### src/rtl/preamble101_tx.sv
// Serial "101"-preamble frame transmitter: preamble, WIDTH data bits MSB first, guard bit.
// Build option: define PREAMBLE101_TX_PARITY_EN to insert an even-parity bit before the guard.
module preamble101_tx #(
  parameter int WIDTH = 8
) (
  input  logic             clk,
  input  logic             reset,
  input  logic             tx_valid,
  input  logic [WIDTH-1:0] data_in,
  output logic             tx_ready,
  output logic             out,
  output logic             busy,
  output logic             done
);

  localparam int CW = (WIDTH > 1) ? $clog2(WIDTH) : 1;

  typedef enum logic [2:0] {
    IDLE  = 3'd0,
    PRE_A = 3'd1,
    PRE_B = 3'd2,
    PRE_C = 3'd3,
    DATA  = 3'd4,
    PAR   = 3'd5,
    GUARD = 3'd6
  } state_t;

  state_t            state, nxt;
  logic [WIDTH-1:0]  sr;
  logic [CW-1:0]     cnt;
  logic              accept;
  logic              last_bit;

  assign accept   = (state == IDLE) && tx_valid;
  assign last_bit = (cnt == CW'(WIDTH-1));

  always_ff @(posedge clk or posedge reset) begin
    if (reset) state <= IDLE;
    else       state <= nxt;
  end

  // Illegal encodings fall into the default arm and recover to IDLE.
  always_comb begin
    nxt = IDLE;
    case (state)
      IDLE:  nxt = tx_valid ? PRE_A : IDLE;
      PRE_A: nxt = PRE_B;
      PRE_B: nxt = PRE_C;
      PRE_C: nxt = DATA;
`ifdef PREAMBLE101_TX_PARITY_EN
      DATA:  nxt = last_bit ? PAR : DATA;
      PAR:   nxt = GUARD;
`else
      DATA:  nxt = last_bit ? GUARD : DATA;
`endif
      GUARD: nxt = IDLE;
      default: nxt = IDLE;
    endcase
  end

  always_ff @(posedge clk or posedge reset) begin
    if (reset) begin
      sr  <= '0;
      cnt <= '0;
    end else if (accept) begin
      sr  <= data_in;
      cnt <= '0;
    end else if (state == DATA) begin
      sr  <= sr << 1;
      cnt <= cnt + 1'b1;
    end
  end

`ifdef PREAMBLE101_TX_PARITY_EN
  logic par;

  // Parity of the word as latched, not of the shifting register.
  always_ff @(posedge clk or posedge reset) begin
    if (reset)       par <= 1'b0;
    else if (accept) par <= ^data_in;
  end
`endif

  always_comb begin
    out  = 1'b0;
    busy = (state != IDLE);
    done = (state == GUARD);
    case (state)
      PRE_A, PRE_C: out = 1'b1;
      DATA:         out = sr[WIDTH-1];
`ifdef PREAMBLE101_TX_PARITY_EN
      PAR:          out = par;
`endif
      default:      out = 1'b0;
    endcase
  end

  assign tx_ready = ~busy;

endmodule

### config.mk
export PLATFORM = sky130hd
export DESIGN_NAME = preamble101_tx
export DESIGN_NICKNAME = d
export VERILOG_FILES = /design/src/rtl/preamble101_tx.sv
export SDC_FILE = /design/constraint.sdc
export NUM_CORES = 1
export LEC_CHECK = 0
export CAP_MARGIN = 20
export CORE_MARGIN = 2
export CORE_UTILIZATION = 52
export DETAILED_ROUTE_END_ITERATION = 10
export HOLD_SLACK_MARGIN = 0.15
export PLACE_DENSITY = 0.81
export RECOVER_POWER = 25
export SKIP_LAST_GASP = 1
export SLEW_MARGIN = 10
export SYNTH_ARGS = -nofsm -noshare
export SYNTH_HDL_FRONTEND = slang
export SYNTH_SLANG_ARGS = --single-unit
### constraint.sdc
create_clock -name clk -period 2.4 [get_ports clk]
set_input_delay 0.24 -clock clk [delete_from_list [all_inputs] [get_ports clk]]
set_output_delay 0.24 -clock clk [all_outputs]
set_load 0.02 [all_outputs]
==> results by group <==
Status
  • Outcome: complete, no violations

Clock network
  • Cts-stage hold buffer count: 0
  • Clk buf depth: 2
  • CTS tree: built
  • Root Buffer: clkbuf_4
  • Clk slew on worst S/H paths: 0.09 ns
  • Num Clock Sinks: 14
  • Postcts setup bufs: 0
  • Post-cts gate resize count: 0
  • CTS Buf Count: 3
  • Worst skew pair latency: 0.28 ns
  • Max H-tree Level: 1

Final layout
  • # fillers: 116
  • Post-route core utilization: 68.3%
  • Fin cells: 99
  • Final nets: 98
  • Layout cells sized above 1: 19.0%
  • Area Overhead vs Synth: 21.0%
  • # diodes: 0

GRT
  • Initial antenna violation count: 0
  • Largest net degree at the start of global routing: 15
  • All-layer global routing usage: 17.7%
  • Number of global-route vias before repair: 498
  • Overflow left after global routing: 0
  • First-pass GRT wire length: 2.25 mm

STA
  • Least-Margin Pin Slew: 0.533 ns
  • Setup-failing EPs final: 0
  • RSZ-0062 raised after global routing: false
  • Endpoints failing hold: 0
  • Period utilization: 88.3%
  • Clock skew: 0.00472 ns
  • Minimum clock period: 2.12 ns
  • Setup TNS: 0 ns
  • Fmax: 0.472 GHz
  • Fin. max-slew vios: 0
  • Slew HR: 64.4%
  • Final Hold Slack: 0.429 ns

Routing
  • Drt wl/cell: 12.7 um
  • Vias: 524
  • Post-route DRC violation count: 0
  • Final WL: 1.25 mm
  • Via density: 5.29
  • First drt pass iteration count: 4
  • Initial drt markers: 7
  • Routed Antenna Nets: 0

Logic synthesis
  • Simple logic cell fraction of the synthesized area: 24.6%
  • Net Count, Synth: 83
  • Largest family of logic cells by synthesized area: simple AND/OR/NAND/NOR gates
  • Seq/Total Area, Yosys: 47.1%
  • Synth Area per Inst: 10.6 um^2
  • Ys Warns: 0
  • Synth Area in Adders: 3.37%
  • Distinct cells, synth: 25
  • Seq cells post-synth: 14
  • Post-Synthesis Cells: 70
  • Compound-cell area share of the yosys netlist: 18.2%
  • Top cells by area, synth: dfrtp_1, a21oi_1, nor2_2, a22o_1, nand2_1
  • Multiplexer area fraction after synthesis: 0%
  • Synth top area share: 47.1%
  • Mapped cell area: 743 um^2
  • Post-Synth XOR/XNOR Area: 0%
  • Cell taking the most area after synthesis: dfrtp_1

Placement
  • RePlAce Congestion: 0.691
  • Placed insts: 95
  • Hpwl dp: 898 um
  • Port buffer count: 14

Floorplanning
  • Core area: 1320 um^2
  • Row cnt: 13
  • Die Area: 1750 um^2
  • Die width: 41.8 um
  • I/O pin total: 15
  • Die H: 41.8 um
  • Initial core utilization: 56.4%

Power
  • VDD IR max: 0.000785 V
  • Pwr/cell area: 1290 nW/um^2
  • Total power: 1.16 mW
  • Leak pwr: 0.422 nW

Critical path
  • Highest net fanout along the worst path: 11
  • WP data required: 2.16 ns
  • Critical path class: reg -> out
  • Worst r2r src: state[1]
  • CP Capture Type: output port
  • Kind of start point of the critical path: flop
  • Crit path from: state[1]
  • Crit path DAT: 1.88 ns

Worst hold path
  • Worst min path class: in -> async

Run
  • Maxcap violations: 0
## cells in the final DEF, fill, tap and decap left out, drive strengths merged
cell           count
nor2b              1
a21o               1
nor4b              1
dlygate4sd3        1
and2               1
inv                3
dfrtp             14
or3                1
or4b               1
clkbuf             4
a31o               1
o21a               1
nand2              9
o21ai              2
a21oi             11
a22o               4
a22oi              1
or3b               1
clkdlybuf4s50     13
nor3b              1
ha                 2
nor2               7
nand3              2
and2b              1
## area by class of cell
cell class	count	area, um^2	area share [%]
Sequential cell	14	350	38.9
Multi-Input combinational cell	49	343	38.1
Timing Repair Buffer	14	140	15.6
Clock buffer	4	36.3	4.03
Tap cell	15	18.8	2.09
Inverter	3	11.3	1.25
## registers in the layout, summed over array words and instances, names as in the netlist
| signal | cells |
|---|---|
| state | 3 |
| sr | 8 |
| cnt | 3 |
## Yosys cell counts
library cell	number
buf_2	1
o21ai_2	1
o21a_1	1
nor2b_1	1
ha_1	2
nor3b_4	1
or3_1	1
nor4b_4	1
and2_1	1
a21o_1	1
nor2_2	6
nand2_1	9
or3b_1	1
nand3_2	2
a22oi_1	1
buf_6	3
inv_1	3
dfrtp_1	14
or4b_1	1
nor2_1	1
a22o_1	4
and2b_1	1
a31o_2	1
o21ai_0	1
a21oi_1	11
## stage by stage
stage          worst slack [ns]  area [um^2]
5_1_grt                   0.172          900
2_1_floorplan             0.990          743
4_1_cts                   0.267          900
6_report                  0.282          900
3_5_place_dp              0.585          863
3_3_place_gp              0.608          863
## cells by family (layout without fill, tap and decap cells)
kind of cell,Yosys count,after routing
and+or+nand+nor,26,26
AOI/OAI and AO/OA,21,21
DFF,14,14
buffers and inverters,7,21
adders and majority gates,2,2
## final timing paths
| check | end | slack [ns] | depth (start not counted) |
|---|---|---|---|
| max in group asynchronous | cnt[2] | 1.62 | 2 |
| worst min-delay path | sr[6] | 0.43 | 2 |
| worst max-delay path | tx_ready | 0.28 | 3 |
| worst max register to register | cnt[0] | 0.78 | 3 |
| min in group clk | sr[7] | 0.48 | 1 |
| worst min register to register | sr[7] | 0.48 | 1 |
## power breakdown
group / switching [mW] / internal [mW]
registers: 0.120 / 0.348
logic: 0.263 / 0.258
clock network: 0.0767 / 0.0923
total: 0.459 / 0.699
## metal layers
| metal | vias up | track usage (%) | wire (um) |
|---|---|---|---|
| met4 | 0 | 13.5 | 42 |
| met1 | 236 | 23.7 | 637 |
| li1 | 271 | - | - |
| met3 | 5 | 3.91 | 52 |
| met5 | - | 0 | 0 |
| met2 | 12 | 24.7 | 521 |
## critical path, cell delays in order (launching register included)
cell and delay (ns):
dfrtp_1 0.52, or3_1 0.43, inv_1 0.06, clkdlybuf4s50_1 0.59
No activity file was read; power rests on OpenSTA's default activity.
